### config.mk
export PLATFORM = sky130hd
export DESIGN_NAME = datapath_sequencer_flat
export DESIGN_NICKNAME = d
export VERILOG_FILES = /design/src/rtl/datapath_sequencer_if.sv /design/src/rtl/datapath_sequencer.sv /design/src/flat_wrapper.sv
export SDC_FILE = /design/constraint.sdc
export NUM_CORES = 1
export LEC_CHECK = 0
export ABC_AREA = 1
export CORE_ASPECT_RATIO = 0.9
export CORE_MARGIN = 2
export CORE_UTILIZATION = 30
export DETAILED_ROUTE_END_ITERATION = 16
export HOLD_SLACK_MARGIN = 0.05
export PLACE_DENSITY = 0.58
export SYNTH_ARGS = -nofsm -noshare
export SYNTH_HDL_FRONTEND = slang
export SYNTH_SLANG_ARGS = --single-unit
export TNS_END_PERCENT = 100
### constraint.sdc
create_clock -name clk -period 1.94 [get_ports clk]
set_input_delay 0.485 -clock clk [delete_from_list [all_inputs] [get_ports clk]]
set_output_delay 0.485 -clock clk [all_outputs]
set_load 0.005 [all_outputs]
### src/rtl/datapath_sequencer_if.sv
// ---------------------------------------------------------------------------
// datapath_sequencer_if
// Groups the sequencer's control handshake and the datapath control word.
//   start  : begin program (upper-level control -> sequencer)
//   abort  : synchronous abort back to idle
//   flag   : datapath early-termination flag
//   ready  : datapath multiply-complete indication
//   sel    : [7:0] tristate bus-drive enables
//   mux    : [3:0] datapath mux selects
//   load   : [6:0] register loads, bit 6 starts the multiplier
//   enable : datapath counter increment
//   valid  : datapath result-output enable
//   busy   : program in progress
//   done   : one-cycle completion pulse
//   err    : sticky multiplier-timeout error
//   iter   : [ITER_W-1:0] completed loop iterations
// master = the side that drives start/abort/flag/ready; slave = the sequencer.
// ---------------------------------------------------------------------------
interface datapath_sequencer_if #(
  parameter int ITER_W = 8
);
  logic              start;
  logic              abort;
  logic              flag;
  logic              ready;
  logic [7:0]        sel;
  logic [3:0]        mux;
  logic [6:0]        load;
  logic              enable;
  logic              valid;
  logic              busy;
  logic              done;
  logic              err;
  logic [ITER_W-1:0] iter;

  modport master (
    output start, abort, flag, ready,
    input  sel, mux, load, enable, valid, busy, done, err, iter
  );

  modport slave (
    input  start, abort, flag, ready,
    output sel, mux, load, enable, valid, busy, done, err, iter
  );
endinterface

### src/rtl/datapath_sequencer.sv
// ---------------------------------------------------------------------------
// datapath_sequencer
// FSM controller for the 16-bit arithmetic datapath. Runs fetch, then a loop
// of add/sub, multiply (waiting on ready with a timeout), divide and
// accumulate until the datapath raises flag or MAX_ITER iterations complete.
// Ports:
//   clk : clock, rising edge
//   rst : asynchronous, active-high reset
//   bus : datapath_sequencer_if.slave (start/abort/flag/ready in,
//         sel/mux/load/enable/valid/busy/done/err/iter out)
// Every output is a register loaded from the decode of the next state, so a
// control word is present exactly while the state register holds its state.
// ---------------------------------------------------------------------------
module datapath_sequencer #(
  parameter int MAX_ITER    = 8,
  parameter int MUL_TIMEOUT = 32,
  parameter int ITER_W      = 8
) (
  input logic                 clk,
  input logic                 rst,
  datapath_sequencer_if.slave bus
);

  localparam int WAIT_W = (MUL_TIMEOUT > 1) ? $clog2(MUL_TIMEOUT) : 1;
  localparam logic [WAIT_W-1:0] WAIT_LAST  = WAIT_W'(MUL_TIMEOUT - 1);
  localparam logic [ITER_W-1:0] ITER_LIMIT = ITER_W'(MAX_ITER);
  localparam logic [ITER_W-1:0] ITER_SAT   = {ITER_W{1'b1}};

  typedef enum logic [3:0] {
    S_IDLE     = 4'd0,
    S_FETCH    = 4'd1,
    S_ADDSUB   = 4'd2,
    S_MUL_GO   = 4'd3,
    S_MUL_WAIT = 4'd4,
    S_DIV      = 4'd5,
    S_ACC      = 4'd6,
    S_CHECK    = 4'd7,
    S_DONE     = 4'd8,
    S_ERROR    = 4'd9
  } state_t;

  typedef struct packed {
    logic [7:0] sel;
    logic [3:0] mux;
    logic [6:0] load;
    logic       enable;
    logic       valid;
    logic       busy;
    logic       done;
    logic       err;
  } ctrl_t;

  // Control word emitted while the state register holds state s.
  function automatic ctrl_t decode(input state_t s);
    ctrl_t c;
    c = '0;
    case (s)
      S_IDLE:     c = '0;
      S_FETCH:    begin c.sel = 8'h03; c.mux = 4'h1; c.load = 7'h01; c.busy = 1'b1; end
      S_ADDSUB:   begin c.sel = 8'h14; c.mux = 4'h2; c.load = 7'h02; c.busy = 1'b1; end
      S_MUL_GO:   begin c.sel = 8'h28; c.mux = 4'h0; c.load = 7'h40; c.busy = 1'b1; end
      S_MUL_WAIT: begin c.sel = 8'h28; c.mux = 4'h0; c.load = 7'h00; c.busy = 1'b1; end
      S_DIV:      begin c.sel = 8'h18; c.mux = 4'h4; c.load = 7'h14; c.busy = 1'b1; end
      S_ACC:      begin c.sel = 8'h80; c.mux = 4'h8; c.load = 7'h20; c.enable = 1'b1; c.busy = 1'b1; end
      S_CHECK:    c.busy = 1'b1;
      S_DONE:     begin c.valid = 1'b1; c.done = 1'b1; c.busy = 1'b1; end
      S_ERROR:    c.err = 1'b1;
      default:    c = '0;
    endcase
    return c;
  endfunction

  state_t              state_r;
  state_t              next_state_s;
  logic [WAIT_W-1:0]   wait_cnt_r;
  logic [WAIT_W-1:0]   wait_cnt_nxt_s;
  logic [ITER_W-1:0]   iter_r;
  logic [ITER_W-1:0]   iter_nxt_s;
  ctrl_t               ctrl_r;

  // Next-state, wait-counter and iteration-counter logic; abort overrides all.
  always_comb begin
    next_state_s   = state_r;
    wait_cnt_nxt_s = wait_cnt_r;
    iter_nxt_s     = iter_r;
    if (bus.abort) begin
      next_state_s   = S_IDLE;
      wait_cnt_nxt_s = '0;
      iter_nxt_s     = '0;
    end else begin
      case (state_r)
        S_IDLE: begin
          if (bus.start) begin
            next_state_s = S_FETCH;
          end else begin
            next_state_s = S_IDLE;
          end
        end
        S_FETCH: begin
          iter_nxt_s   = '0;
          next_state_s = S_ADDSUB;
        end
        S_ADDSUB: next_state_s = S_MUL_GO;
        S_MUL_GO: begin
          wait_cnt_nxt_s = '0;
          next_state_s   = S_MUL_WAIT;
        end
        S_MUL_WAIT: begin
          // ready is checked first so it wins over a coincident timeout.
          if (bus.ready) begin
            next_state_s = S_DIV;
          end else if (wait_cnt_r == WAIT_LAST) begin
            next_state_s = S_ERROR;
          end else begin
            wait_cnt_nxt_s = wait_cnt_r + WAIT_W'(1);
            next_state_s   = S_MUL_WAIT;
          end
        end
        S_DIV: next_state_s = S_ACC;
        S_ACC: begin
          if (iter_r != ITER_SAT) begin
            iter_nxt_s = iter_r + ITER_W'(1);
          end else begin
            iter_nxt_s = iter_r;
          end
          next_state_s = S_CHECK;
        end
        S_CHECK: begin
          if (bus.flag || (iter_r == ITER_LIMIT)) begin
            next_state_s = S_DONE;
          end else begin
            next_state_s = S_ADDSUB;
          end
        end
        S_DONE:  next_state_s = S_IDLE;
        S_ERROR: next_state_s = S_ERROR;
        default: next_state_s = S_IDLE;
      endcase
    end
  end

  // State, counters and registered control word (decoded from next state).
  always_ff @(posedge clk or posedge rst) begin
    if (rst) begin
      state_r    <= S_IDLE;
      wait_cnt_r <= '0;
      iter_r     <= '0;
      ctrl_r     <= '0;
    end else begin
      state_r    <= next_state_s;
      wait_cnt_r <= wait_cnt_nxt_s;
      iter_r     <= iter_nxt_s;
      ctrl_r     <= decode(next_state_s);
    end
  end

  assign bus.sel    = ctrl_r.sel;
  assign bus.mux    = ctrl_r.mux;
  assign bus.load   = ctrl_r.load;
  assign bus.enable = ctrl_r.enable;
  assign bus.valid  = ctrl_r.valid;
  assign bus.busy   = ctrl_r.busy;
  assign bus.done   = ctrl_r.done;
  assign bus.err    = ctrl_r.err;
  assign bus.iter   = iter_r;

endmodule

### src/flat_wrapper.sv
// flat-port wrapper written by rule: the top's interface ports become plain ports
module datapath_sequencer_flat 
#(
  parameter int MAX_ITER    = 8,
  parameter int MUL_TIMEOUT = 32,
  parameter int ITER_W      = 8
)
  (clk, rst, bus_start, bus_abort, bus_flag, bus_ready, bus_sel, bus_mux, bus_load, bus_enable, bus_valid, bus_busy, bus_done, bus_err, bus_iter);
  datapath_sequencer_if #(.ITER_W(ITER_W)) bus_i ();
  input logic clk;
  input logic rst;
  input wire logic [$bits(bus_i.start)-1:0] bus_start;
  input wire logic [$bits(bus_i.abort)-1:0] bus_abort;
  input wire logic [$bits(bus_i.flag)-1:0] bus_flag;
  input wire logic [$bits(bus_i.ready)-1:0] bus_ready;
  output wire logic [$bits(bus_i.sel)-1:0] bus_sel;
  output wire logic [$bits(bus_i.mux)-1:0] bus_mux;
  output wire logic [$bits(bus_i.load)-1:0] bus_load;
  output wire logic [$bits(bus_i.enable)-1:0] bus_enable;
  output wire logic [$bits(bus_i.valid)-1:0] bus_valid;
  output wire logic [$bits(bus_i.busy)-1:0] bus_busy;
  output wire logic [$bits(bus_i.done)-1:0] bus_done;
  output wire logic [$bits(bus_i.err)-1:0] bus_err;
  output wire logic [$bits(bus_i.iter)-1:0] bus_iter;
  assign bus_i.start = bus_start;
  assign bus_i.abort = bus_abort;
  assign bus_i.flag = bus_flag;
  assign bus_i.ready = bus_ready;
  assign bus_sel = bus_i.sel;
  assign bus_mux = bus_i.mux;
  assign bus_load = bus_i.load;
  assign bus_enable = bus_i.enable;
  assign bus_valid = bus_i.valid;
  assign bus_busy = bus_i.busy;
  assign bus_done = bus_i.done;
  assign bus_err = bus_i.err;
  assign bus_iter = bus_i.iter;
  datapath_sequencer #(.MAX_ITER(MAX_ITER), .MUL_TIMEOUT(MUL_TIMEOUT), .ITER_W(ITER_W)) u_core (.clk(clk), .rst(rst), .bus(bus_i));
endmodule
# == Word-level counts from Yosys, hierarchy flattened ==
# Index checks and enable logic that the tools add are counted.
# totals
regBits,40
input_bits,6
output_inout_bits,32
elab_cells,60
# classes
addsub,2
eq_ne,23
n_mux,18
reduce_logical,7
# ops
cell,count
19-bit one-hot mux with 6 select lines,1
4-bit one-hot mux with 9 select lines,1
4-bit by 3-bit == test with 1-bit output (second input constant),8
4-bit by 2-bit == test with 1-bit output (second input constant),4
4-bit 2-to-1 mux,4
8-bit 2-to-1 mux,2
8-bit one-hot mux with 2 select lines,1
5-bit 2-to-1 mux,3
4-bit == test (second input constant),3
5-bit one-hot mux with 2 select lines,1
8-bit by 1-bit adder with 8-bit output (second input constant),1
4-bit by 1-bit == test with 1-bit output (second input constant),2
8-bit by 4-bit == test with 1-bit output (second input constant),1
8-bit inequality test (second input constant),1
8-bit OR reduction,1
3-bit inequality test (second input constant),2
3-bit nonzero test,2
5-bit by 1-bit adder with 5-bit output (second input constant),1
5-bit == test (second input constant),1
1-bit 2-to-1 mux,5
4-bit zero test,1
3-bit by 2-bit inequality test with 1-bit output (second input constant),1
3-bit AND reduction,1
2-bit AND reduction,1
1-bit logical OR,1

# == Depth between registers and ports, before layout ==
# depth
word_depth,8
mapped_depth,13

# == Worst setup path before layout ==
# No wires, ideal clock.
# synth_path
kind,flip-flop to flip-flop
start,reg u_core.wait_cnt_r[0]
end,"reg u_core.ctrl_r, in the netlist u_core.bus.sel[3]"
setup_time_ps,121
arrival_ps,1461
required_ps,1819
setup_slack_ps,358
path_stages_with_launch,13
period_less_slack_ps,1582
path_cell_list,dfrtp_1 ha_1 inv_1 nor3_1 ha_1 inv_1 nand2_1 nand2_1 nand3_1 nand2_2 inv_2 nand3_1 nand2_1
# synth_between
elab_chain_len,7
# synth_lines
element,line,source
"start, declared",datapath_sequencer.sv:75,logic [WAIT_W-1:0] wait_cnt_r;
"start signal, assigned",datapath_sequencer.sv:151,wait_cnt_r <= wait_cnt_nxt_s;
5-bit == test *,datapath_sequencer.sv:112,end else if (wait_cnt_r == WAIT_LAST) begin
4-bit 2-to-1 mux *,datapath_sequencer.sv:112,
4-bit 2-to-1 mux *,datapath_sequencer.sv:110,if (bus.ready) begin
4-bit one-hot mux with 9 select lines *,datapath_sequencer.sv:91,case (state_r)
4-bit 2-to-1 mux *,datapath_sequencer.sv:86,if (bus.abort) begin
via u_core.next_state_s[0],datapath_sequencer.sv:74,state_t next_state_s;
"4-bit by 3-bit == test with 1-bit output, or another cell as far along",datapath_sequencer.sv:57,case (s)
19-bit one-hot mux with 6 select lines *,datapath_sequencer.sv:57,
"end signal, assigned",datapath_sequencer.sv:153,ctrl_r <= decode(next_state_s);
"end, declared",datapath_sequencer.sv:79,ctrl_t ctrl_r;
# The timed path passes the listed nets; every way through them passes the cells marked *.
# A chain may end at the register's enable or synchronous reset.

# == Worst setup path in the final report ==
# layout_path
start,reg u_core.iter_r[2] (netlist: u_core.bus.iter[2])
end,out bus_iter[2]
# layout_rtl
element,line,source
"start, declared",datapath_sequencer.sv:77,logic [ITER_W-1:0] iter_r;
"start signal, assigned",datapath_sequencer.sv:152,iter_r <= iter_nxt_s;
"end, declared",flat_wrapper.sv:24,output wire logic [$bits(bus_i.iter)-1:0] bus_iter;
# No word-level cell between the ends.

==> out/metrics.yaml <==
netlist_area_mm2: 0.00167
critPathRequiredTime_ps: 1450
via_per_inst: 4.57
startpoint: "u_core.bus.iter[2]"
yosysUniqueCellTypes: 28
yosys.area.top_type: "dfrtp_1"
synth_commonest_cells: "nand2_1 (42), inv_1 (31), dfrtp_1 (29)"
rsz0062_at_grt: "no"
p_int_w: 0.000995
ctsHoldBuffers: 0
synth_edf_count: 0
pwr-share-seq_pct: 47.0
crit_buf_inv: 1
hpwlAfterDp_um: 2800
slew_viol_final: 0
vias: 1435
synth_top_area_share_pct: 43.6
yosysMostFrequentCell: "nand2_1"
fin_ws_ps: 127
grt.overflow.total: 0
insertion_delay_ps: 280
fmaxAchievable_mhz: 552
setup_viol: 0
place_congestion: 0.825
fp.dieH_um: 74.7
placed_cells: 305
ys_warn_count: 0
nNetsFinal: 256
swShare_pct: 28.1
crit_family: "buffers and inverters"
final_cell_count_no_fill: 314
avgSynthCellArea_um2: 7.89
fin_area_mm2: 0.00214
reg2regPathDepth: 10
design.core.area_mm2: 0.00532
diodes: 0
regToRegSetupSlack_ps: 200
layout-drive-gt1-share_pct: 17.4
port_buffers: 35
drtIter0Drc: 67
cts_root_buf: "clkbuf_8"
die_area_mm2: 0.00616
slowest_stage: "clkdlybuf4s50_1"
period_share_pct: 93.4
cp_num_cells: 1
ys_ff_latch: 29
peakVddDrop_uv: 291
cts_tree: "done"
die_w_um: 82.5
wire_per_inst_um: 11.5
cts_made_buffers: 5
r2r_start: "u_core.wait_cnt_r[0]"
clkPwrFrac_pct: 34.8
fin_skew_ps: 3.42
p_leak_nw: 1.03
cp_slowest_stage_delay_ps: 560
status: "completed"
place_area_mm2: 0.00204
route.detailed.drc: 0
synth.area.top_cells: "dfrtp_1 (44%), nand2_1 (9.5%), inv_1 (7.0%), nand3_1 (6.0%), buf_4 (5.4%)"
synth_ff_type: "dfrtp_1"
regToRegEndpoint: "u_core.bus.sel[4]"
crit_chain: "clkdlybuf4s50_1"
cts.clk_slew.worst_paths_ps: 60
arrival_ps: 1330
seq_area_frac_synth_pct: 43.6
cts.path.max_buffers: 2
grt_pass1_wl_um: 5930
dp_slack_ps: 27.1
ant_nets: 0
antenna_found_initial: 0
areaGrowthSynthToFinish_pct: 28.5
setup_tns_ps: 0
drt_wl_total_um: 3610
cts_sinks: 29
critical_path.startpoint_type: "flip-flop"
firstDrtPassIters: 4
hold_violations: 0
grt_max_degree: 30
finalCriticalPeriod_ps: 1810
synthCells: 211
grt_pass1_vias: 1326
io_pins: 38
h-tree-depth: 2
path_class: "reg2out"
start_util_pct: 31.3
total_power_w: 0.00138
grt.total_usage_pct: 12.9
worstPathMaxFanout: 7
combPwrFrac_pct: 18.2
p_switching_w: 0.000388
end_kind: "output port"
power_density_mw_per_mm2: 646
min_path_type: "reg2reg"
maxCapViolCount: 0
rows: 25
crit_path_end: "bus_iter[2]"
synthArstFlopShare_pct: 100
[power groups by stage]
| stage | sequential [W] | combinational (W) | clock (W) |
|---|---|---|---|
| 3_3_place_gp | 0.000662 | 0.000251 | 0 |
| 5_1_grt | 0.000655 | 0.000286 | 0.000522 |
| 4_1_cts | 0.000651 | 0.000253 | 0.000486 |
| 6_report | 0.000650 | 0.000252 | 0.000481 |
| 2_1_floorplan | 0.000664 | 0.000152 | 0 |
| 3_5_place_dp | 0.000662 | 0.000252 | 0 |
[worst min path at each step]
stage | start | endpoint | slack, ps | cells past startpoint
after floorplan | u_core.wait_cnt_r[4] | u_core.wait_cnt_r[4] | 490 | 2
after global placement | u_core.wait_cnt_r[4] | u_core.wait_cnt_r[4] | 510 | 2
after detailed placement | u_core.wait_cnt_r[4] | u_core.wait_cnt_r[4] | 520 | 2
after CTS | u_core.wait_cnt_r[4] | u_core.wait_cnt_r[4] | 530 | 2
after global routing | u_core.wait_cnt_r[4] | u_core.wait_cnt_r[4] | 600 | 2
final | u_core.wait_cnt_r[4] | u_core.wait_cnt_r[4] | 530 | 2
[tightest hold or removal path, cell delays in order (launching register included)]
cell     delay [ps]
dfrtp_1         360
nand3_1          70
o21ai_0          60
[flip-flops by register name, summed over array words and instances, names as in the netlist]
name and flops:
u_core.bus.sel 3, u_core.bus.busy 1, u_core.bus.valid 1, u_core.bus.err 1
u_core.wait_cnt_r 5, u_core.bus.load 2, u_core.bus.iter 8, u_core.bus.enable 1
u_core.state_r 4, u_core.bus.mux 3
[layout make-up]
| type | count | area, um2 |
|---|---|---|
| multi-input combinational | 132 | 713 |
| fill | 552 | 3180 |
| sequential | 29 | 726 |
| timing repair buffer | 40 | 388 |
| inverter | 38 | 148 |
| clock inverter | 2 | 10.0 |
| tap | 67 | 83.8 |
| clock buffer | 6 | 72.6 |
[timing repair]
item | in CTS | in global routing
gates resized for setup | 0 | 5
setup endpoints to repair | 0 | 9
buffers inserted | 0 | 1
[through the flow]
stage | util (%) | hold slack [ps]
3_5_place_dp | 38.3 | 519
4_1_cts | 39.9 | 535
5_1_grt | 40.3 | 597
6_report | 40.3 | 533
3_3_place_gp | 38.3 | 512
2_1_floorplan | - | 487
[metal layers]
layer / wire length [um] / GRT usage, % / share of wire (%)
met4: 117 / 7.29 / 3.2
met2: 1610 / 18.5 / 45
met3: 191 / 3.24 / 5.3
met1: 1690 / 17.7 / 47
met5: 0 / 0 / 0
[placed cells by master, fill, tap and decap left out, types with 3 or more instances in the layout]
cell,netlist,final
o21ai_2,5,5
clkdlybuf4s50_1,0,35
nor2_2,4,4
o21ai_0,8,8
nand2_1,42,41
buf_4,12,5
clkbuf_8,0,5
nand4_1,5,5
nand3_2,3,3
inv_1,31,30
nand2_2,5,6
dfrtp_1,29,29
nand3_1,20,20
nor2_1,19,19
a21oi_1,3,3
inv_2,6,7
[kinds of logic after synthesis]
family                   after synthesis  synth area share (%)
adder cells (fa/ha/maj)                4                  3.01
AND/OR/NAND/NOR                      101                  28.1
flip-flops                            29                  43.6
other                                  1                 0.225
AO/OA/AOI/OAI                         24                  9.99
XOR/XNOR                               1                 0.526
buffers and inverters                 51                  14.6
No activity file was read; power rests on OpenSTA's default activity.
